[config.mk]
export PLATFORM = sky130hd
export DESIGN_NAME = mul_arbiter
export DESIGN_NICKNAME = d
export VERILOG_FILES = /design/src/rtl/mul_arbiter.sv
export SDC_FILE = /design/constraint.sdc
export NUM_CORES = 1
export LEC_CHECK = 0
export CORE_AREA = 2 2 184 186
export DETAILED_ROUTE_END_ITERATION = 12
export DIE_AREA = 0 0 186 188
export GPL_TIMING_DRIVEN = 0
export SLEW_MARGIN = 20
export SYNTH_ARGS = -nofsm -noshare
export SYNTH_HDL_FRONTEND = slang
export SYNTH_SLANG_ARGS = --single-unit
export TNS_END_PERCENT = 5
[constraint.sdc]
create_clock -name i_clk -period 3.1 [get_ports i_clk]
set_input_delay 0.62 -clock i_clk [delete_from_list [all_inputs] [get_ports i_clk]]
set_output_delay 0.62 -clock i_clk [all_outputs]
set_load 0.01 [all_outputs]
[src/rtl/mul_arbiter.sv]
// Round-robin front end for a shared, non-stallable pipelined multiplier.
// Registers the granted operand pair and tracks each product's owner with a tag pipeline.
module mul_arbiter #(
    parameter int unsigned N_REQ    = 4,
    parameter int unsigned LATENCY  = 4,
    parameter int unsigned A_BITS   = 32,
    parameter int unsigned B_BITS   = 32,
    localparam int unsigned ID_BITS  = (N_REQ > 2) ? $clog2(N_REQ) : 1,
    localparam int unsigned INF_BITS = $clog2(LATENCY + 3),
    localparam int unsigned Q_BITS   = A_BITS + B_BITS
) (
    input  logic                      i_clk,
    input  logic                      i_rst_n,
    input  logic [N_REQ-1:0]          i_req_valid,
    input  logic [N_REQ*A_BITS-1:0]   i_req_a,
    input  logic [N_REQ*B_BITS-1:0]   i_req_b,
    output logic [N_REQ-1:0]          o_req_ready,
    input  logic                      i_hold,
    output logic [A_BITS-1:0]         o_mul_a,
    output logic [B_BITS-1:0]         o_mul_b,
    input  logic [Q_BITS-1:0]         i_mul_q,
    output logic                      o_rsp_valid,
    output logic [ID_BITS-1:0]        o_rsp_id,
    output logic [Q_BITS-1:0]         o_rsp_q,
    output logic [INF_BITS-1:0]       o_inflight,
    output logic                      o_busy
);

    logic [ID_BITS-1:0]  ptr_q, ptr_d;
    logic [ID_BITS-1:0]  grant_idx;
    logic                grant_found;
    logic                xfer;
    logic [A_BITS-1:0]   mul_a_q, mul_a_d;
    logic [B_BITS-1:0]   mul_b_q, mul_b_d;
    logic [LATENCY:0]    tag_v_q;
    logic [ID_BITS-1:0]  tag_id_q [LATENCY+1];
    logic                rsp_valid_q;
    logic [ID_BITS-1:0]  rsp_id_q;
    logic [Q_BITS-1:0]   rsp_q_q;
    logic [INF_BITS-1:0] inflight_q, inflight_d;

    // Cyclic search from ptr; the candidate index wraps at N_REQ-1 so non-power-of-2 counts work.
    always_comb begin
        logic [ID_BITS-1:0] cand;
        grant_found = 1'b0;
        grant_idx   = '0;
        cand        = ptr_q;
        for (int unsigned i = 0; i < N_REQ; i++) begin
            if (!grant_found && i_req_valid[cand]) begin
                grant_found = 1'b1;
                grant_idx   = cand;
            end
            cand = (cand == ID_BITS'(N_REQ - 1)) ? '0 : cand + 1'b1;
        end
    end

    always_comb begin
        o_req_ready = '0;
        xfer        = grant_found & ~i_hold;
        if (xfer) begin
            o_req_ready[grant_idx] = 1'b1;
        end
    end

    always_comb begin
        ptr_d   = ptr_q;
        mul_a_d = mul_a_q;
        mul_b_d = mul_b_q;
        if (xfer) begin
            ptr_d   = (grant_idx == ID_BITS'(N_REQ - 1)) ? '0 : grant_idx + 1'b1;
            mul_a_d = i_req_a[grant_idx*A_BITS +: A_BITS];
            mul_b_d = i_req_b[grant_idx*B_BITS +: B_BITS];
        end
    end

    always_comb begin
        inflight_d = inflight_q;
        case ({xfer, rsp_valid_q})
            2'b10:   inflight_d = inflight_q + INF_BITS'(1);
            2'b01:   inflight_d = inflight_q - INF_BITS'(1);
            default: inflight_d = inflight_q;
        endcase
    end

    always_ff @(posedge i_clk or negedge i_rst_n) begin
        if (!i_rst_n) begin
            ptr_q      <= '0;
            mul_a_q    <= '0;
            mul_b_q    <= '0;
            inflight_q <= '0;
        end else begin
            ptr_q      <= ptr_d;
            mul_a_q    <= mul_a_d;
            mul_b_q    <= mul_b_d;
            inflight_q <= inflight_d;
        end
    end

    // Tag stage k lines up with multiplier stage k-1; the last stage coincides with i_mul_q.
    always_ff @(posedge i_clk or negedge i_rst_n) begin
        if (!i_rst_n) begin
            tag_v_q <= '0;
            for (int unsigned i = 0; i <= LATENCY; i++) begin
                tag_id_q[i] <= '0;
            end
        end else begin
            tag_v_q     <= {tag_v_q[LATENCY-1:0], xfer};
            tag_id_q[0] <= grant_idx;
            for (int unsigned i = 1; i <= LATENCY; i++) begin
                tag_id_q[i] <= tag_id_q[i-1];
            end
        end
    end

    always_ff @(posedge i_clk or negedge i_rst_n) begin
        if (!i_rst_n) begin
            rsp_valid_q <= 1'b0;
            rsp_id_q    <= '0;
            rsp_q_q     <= '0;
        end else begin
            rsp_valid_q <= tag_v_q[LATENCY];
            if (tag_v_q[LATENCY]) begin
                rsp_id_q <= tag_id_q[LATENCY];
                rsp_q_q  <= i_mul_q;
            end
        end
    end

    assign o_mul_a     = mul_a_q;
    assign o_mul_b     = mul_b_q;
    assign o_rsp_valid = rsp_valid_q;
    assign o_rsp_id    = rsp_id_q;
    assign o_rsp_q     = rsp_q_q;
    assign o_inflight  = inflight_q;
    assign o_busy      = (inflight_q != '0);

endmodule

==> results_dict.tcl, run 1 <==
set metrics [dict create \
    synthArstFlopShare 1.00 \
    synth-seq-area-share 0.435 \
    ys_types 50 \
    antenna_found_initial 0 \
    crit_top_cell "ha_4" \
    port_buffers 465 \
    cts_tree "yes" \
    syn-instance-count 748 \
    power_switching_uw 7530 \
    pin_count 466 \
    place_area_um2 13900 \
    drv_slew 0 \
    switching_share 0.449 \
    finalPower_uw 16800 \
    crit_arrival_ps 2780 \
    grt_overflow 0 \
    crit_path_start_kind "flip-flop" \
    cts.sinks 151 \
    die_h_um 188 \
    nFillCells 3155 \
    dieArea_um2 35000 \
    wl_mm 36.2 \
    wire_per_inst_um 21.2 \
    fin_crit_sh 1.10 \
    synth_seq_cells 151 \
    timing.fmax_ghz 0.294 \
    grt_usage 0.202 \
    syn-num-nets 1082 \
    layout_commonest_cell "clkdlybuf4s50_1" \
    dr.pass1.iters 4 \
    slowest_delay_ps 540 \
    status "finished with violations" \
    ant_nets 0 \
    mostFrequentLayoutCells "clkdlybuf4s50_1, dfrtp_1, and3_1" \
    utilization 0.449 \
    synth_ff_type "dfrtp_1" \
    setup_tns_ps -1250 \
    met2_usage 0.360 \
    grt_busiest_layer "met2" \
    synth_area_leaders "dfrtp_1, a211oi_2, and3_1" \
    use_met1 0.229 \
    num_vias 8137 \
    clock_latency_ps 430 \
    crit_start "ptr_q[0]" \
    rows 67 \
    gp_congestion 0.861 \
    cts_root_buffer "clkbuf_16" \
    cpMaxStageDelayCell "mux4_2" \
    final_cell_area_um2 14900 \
    p_seq_frac 0.191 \
    hold_class "in -> async" \
    grt_pass1_vias 8600 \
    intPower_uw 9230 \
    drive_gt1_frac 0.255 \
    post-place-cells 1662 \
    grt_max_degree 93 \
    start_util 0.262 \
    met3_usage 0.0585 \
    synth_area_per_cell_um2 11.6 \
    synth.cell_area_um2 8690 \
    fin_crit_ps 3400 \
    end_kind "primary output" \
    layout.nets 1580 \
    stdcell_count 1707 \
    coreArea_um2 33100 \
    max-cap-violations 0 \
    worst-path-max-fanout 5 \
    regToRegStartpoint "ptr_q[0]" \
    leakagePower_uw 0.00609 \
    viasPerCell 4.77 \
    critical_path_class "reg -> out" \
    cts_buffer_depth 2 \
    finalHoldViolations 0 \
    yosys.area.top_type "dfrtp_1" \
    drt_iter0_drc 367 \
    skew_ps 13.0 \
    drc 0 \
    worst_slew_pin_slew_ps 655 \
    clkPwrFrac 0.128 \
    setup_viol 5 \
    relSlewSlack 0.563 \
    die_w_um 186 \
    synth-edff-count 0 \
    vdd_drop_max_mv 0.527 \
    synth_top_area_frac 0.435 \
    hpwl_mm 27.9 \
    comb_power_share 0.680 \
    power_density_nw_per_um2 1130 \
    crit_chain "ha_4 -> nor2_4 -> mux4_2 -> or2_4 -> o32a_4 -> buf_12 -> ha_4 -> and2_1 -> buf_2" \
    diodes 0 \
    path_clk_slew_ps 70 \
    finalWorstSetupSlack_ps -297 \
    syn_to_final_growth_pct 71.1 \
    hold_buffers 0 \
    yosysWarningCount 0 \
    cts_max_level 4 \
    rsz0062_at_grt "true" \
    grt_pass1_wl_mm 52.2 \
    violations "setup timing" \
    required_ps 2480 \
    cts_buffers 17 \
]
==> synthesized netlist by cell type, types with 2 or more instances <==
cell type	n
o21ai_0	5
or3_1	3
nand2_1	65
nor2_1	3
and2_1	4
buf_4	8
clkbuf_4	2
buf_2	21
nand3_1	2
mux2_2	67
dfrtp_1	151
a211oi_2	80
ha_1	6
inv_1	6
xor2_1	2
mux2i_1	5
buf_12	6
and3_1	129
o31ai_2	50
o31ai_1	14
buf_6	7
a211oi_1	48
inv_2	3
clkbuf_1	35
==> power by group through the flow <==
stage	combinational, uW	sequential, uW	clock [uW]
after floorplan	6410	3530	0
after global placement	10800	3230	0
after detailed placement	10900	3250	0
after CTS	11400	3220	2210
after global routing	12300	3310	2280
final	11400	3210	2150
==> flip-flops by register name, indices dropped and copies added (netlist names) <==
signal,cells
o_inflight,3
o_rsp_q,64
o_rsp_id,2
ptr_q,2
tag_id_q,10
tag_v_q,5
o_mul_b,32
o_rsp_valid,1
o_mul_a,32
==> metal layers <==
metal | vias up | wire [um]
li1 | 3827 | -
met1 | 3913 | 13800
met2 | 355 | 18400
met3 | 42 | 3150
met4 | 0 | 842
met5 | - | 0
==> cells by family (layout without fill, tap and decap cells) <==
logic type      count (synthesis)  after routing  synth area share
compound gates                209            209             0.256
xor+xnor                        3              3           0.00303
fa+ha+maj                       7              7            0.0109
buf+inv                        89            600            0.0632
flops                         151            151             0.435
mux                            73             73            0.0952
simple gates                  216            216             0.137
==> per-stage QoR <==
step	hold WS, ps	worst slack (ps)
final	118	-297
after detailed placement	335	-1040
after floorplan	324	5.70
after global routing	140	-394
after CTS	134	-349
after global placement	332	-5220
==> worst max-delay path: cells and delay by family (launching register included) <==
kind                       cells  cell delay, ps
and+or+nand+nor                3             510
AOI/OAI and AO/OA              1             230
adders and majority gates      2             340
muxes                          1             540
DFF                            1             440
buffers and inverters          2             290
==> final cells by class <==
type / instances / area [um2] / share of cell area
Clock inverter: 14 / 161 / 0.0109
Tap cell: 448 / 561 / 0.0377
Inverter: 9 / 41.3 / 0.00278
Timing Repair Buffer: 482 / 4830 / 0.325
Sequential cell: 151 / 3780 / 0.254
Clock buffer: 18 / 439 / 0.0295
Multi-Input combinational cell: 508 / 4500 / 0.303
Buffer: 77 / 547 / 0.0368
==> timing repair <==
item | 4_1_cts | 5_1_grt
pin swaps | 7 | 7
endpoints found under the hold margin | 0 | 0
endpoints found under the setup margin | 52 | 22
resized for setup | 59 | 6
buffers inserted | 11 | 4
gates cloned | 0 | 1
==> final timing paths <==
kind | to | slack [ps] | cells after the start
worst min-delay path | o_rsp_q[28] | 120 | 1
worst max register to register | o_inflight[2] | -130 | 13
worst max-delay path | o_req_ready[2] | -300 | 9
min in group i_clk | tag_id_q[7] | 340 | 0
worst min register to register | tag_id_q[7] | 340 | 0
max in group asynchronous | ptr_q[0] | 2100 | 2
(Power assumes the default switching activity.)
==> run 2, diff against run 1 <==
GPL_ROUTABILITY_DRIVEN = 0   (was default)
==> results of run 2 <==
Final layout, timing and power as in run 1 (identical DEF).
==> run 3, diff against run 2 <==
HOLD_SLACK_MARGIN = 0.12   (was default)
TNS_END_PERCENT = default   (was 5)
==> results_dict.tcl, run 3 (synthesis gave the netlist of run 1 again) <==
set metrics [dict create \
    grt_max_degree 93 \
    dpl_worst_slack_ps -1040 \
    crit_path_start_kind "flip-flop" \
    drv_slew 0 \
    layout.nets 1586 \
    finalWorstSetupSlack_ps -309 \
    post-place-cells 1662 \
    grt_pass1_wl_mm 52.5 \
    drive_gt1_frac 0.262 \
    cts_max_level 4 \
    num_vias 8183 \
    wl_mm 36.5 \
    cts.sinks 151 \
    grt_usage 0.203 \
    crit_chain "ha_4 -> nor2_4 -> mux4_2 -> or2_4 -> o32a_4 -> buf_12 -> ha_4 -> and2_1 -> buf_2" \
    worst-path-max-fanout 5 \
    status "finished with violations" \
    fin_crit_sh 1.10 \
    max-cap-violations 0 \
    cts_buffer_depth 2 \
    largest_reg_flops 64 \
    antenna_found_initial 0 \
    wire_per_inst_um 21.3 \
    finalHoldViolations 0 \
    skew_ps 11.7 \
    cpMaxStageDelayCell "mux4_2" \
    leakagePower_uw 0.00613 \
    vdd_drop_max_mv 0.527 \
    grt_overflow 0 \
    hold_buffers 0 \
    cts_root_buffer "clkbuf_16" \
    critical_path_class "reg -> out" \
    drt_iter0_drc 363 \
    stdcell_count 1713 \
    required_ps 2480 \
    ant_nets 0 \
    hold_class "in -> async" \
    worst_slew_pin_slew_ps 655 \
    viasPerCell 4.78 \
    start_util 0.262 \
    r2r_setup_slack_ps -10 \
    nFillCells 3146 \
    die_h_um 188 \
    crit_top_cell "ha_4" \
    dieArea_um2 35000 \
    slowest_delay_ps 550 \
    die_w_um 186 \
    pin_count 466 \
    hpwl_mm 27.9 \
    rows 67 \
    end_kind "primary output" \
    clock_latency_ps 430 \
    rsz0062_at_grt "true" \
    cts_tree "yes" \
    cts_buffers 17 \
    path_clk_slew_ps 70 \
    timing.fmax_ghz 0.293 \
    mostFrequentLayoutCells "clkdlybuf4s50_1, dfrtp_1, and3_1" \
    port_buffers 465 \
    relSlewSlack 0.563 \
    fin_crit_ps 3410 \
    grt_pass1_vias 8624 \
    coreArea_um2 33100 \
    diodes 0 \
    drc 0 \
    violations "setup timing" \
    layout_commonest_cell "clkdlybuf4s50_1" \
    dr.pass1.iters 4 \
    setup_viol 5 \
    syn_to_final_growth_pct 72.4 \
    power_density_nw_per_um2 1130 \
    crit_arrival_ps 2790 \
]
## run 3: cell types whose count changed in the layout (fill, tap and decap cells not counted), sizes merged
cell / change
buf: +4
clkbuf: +2
## run 3: layer usage
layer  routed length, um  GRT usage
met3                2870     0.0585
met4                 832     0.0633
met1               14200      0.230
met2               18700      0.364
met5                   0          0
## run 3: area by class of cell
class                      instances  area (um2)  share of cell area
clock inverter                    14         161              0.0108
clock buffer                      18         439              0.0293
tap                              448         561              0.0374
inverter                           9        41.3             0.00276
sequential                       151        3780               0.252
buffer                            77         567              0.0378
timing repair buffer             488        4880               0.326
multi-input combinational        508        4550               0.304
## run 3: final timing paths
path	from	depth (start not counted)	endpoint
max	ptr_q[0]	9	o_req_ready[2]
min	i_rst_n	1	o_rsp_q[28]
max reg2reg	ptr_q[0]	14	o_inflight[2]
min reg2reg	tag_id_q[9]	0	tag_id_q[7]
max in group asynchronous	i_rst_n	2	ptr_q[0]
min in group i_clk	tag_id_q[9]	0	tag_id_q[7]
## run 3: power by group
part	internal, uW	switching [uW]	total [uW]	leakage, uW
combinational	5350	6190	11500	0.00404
clock	1170	981	2150	0.000293
sequential	2800	412	3210	0.00180
total	9320	7580	16900	0.00613
## run 3: stage by stage
stage / setup TNS, ps / hold slack [ps] / total power, uW / utilization / instance area, um2
2_1_floorplan: 0 / 324 / 9940 / - / 8700
4_1_cts: -1300 / 134 / 16900 / 0.448 / 14800
6_report: -1130 / 117 / 16900 / 0.452 / 15000
5_1_grt: -1670 / 140 / 18000 / 0.452 / 15000
3_5_place_dp: -36480 / 335 / 14200 / 0.421 / 13900
3_3_place_gp: -822230 / 332 / 14100 / 0.420 / 13900
## run 3: timing repair
action	CTS	global route
pin swaps	12	9
buffers inserted	14	8
cloned	0	1
endpoints found under the hold margin	0	0
resized for setup	62	23
endpoints found under the setup margin	52	26
## run 3: critical path, delay by kind of cell (launching register included)
family                     cells  cell delay [ps]
and+or+nand+nor                3              520
buffers and inverters          2              280
AOI/OAI and AO/OA              1              230
DFF                            1              440
adders and majority gates      2              340
muxes                          1              550
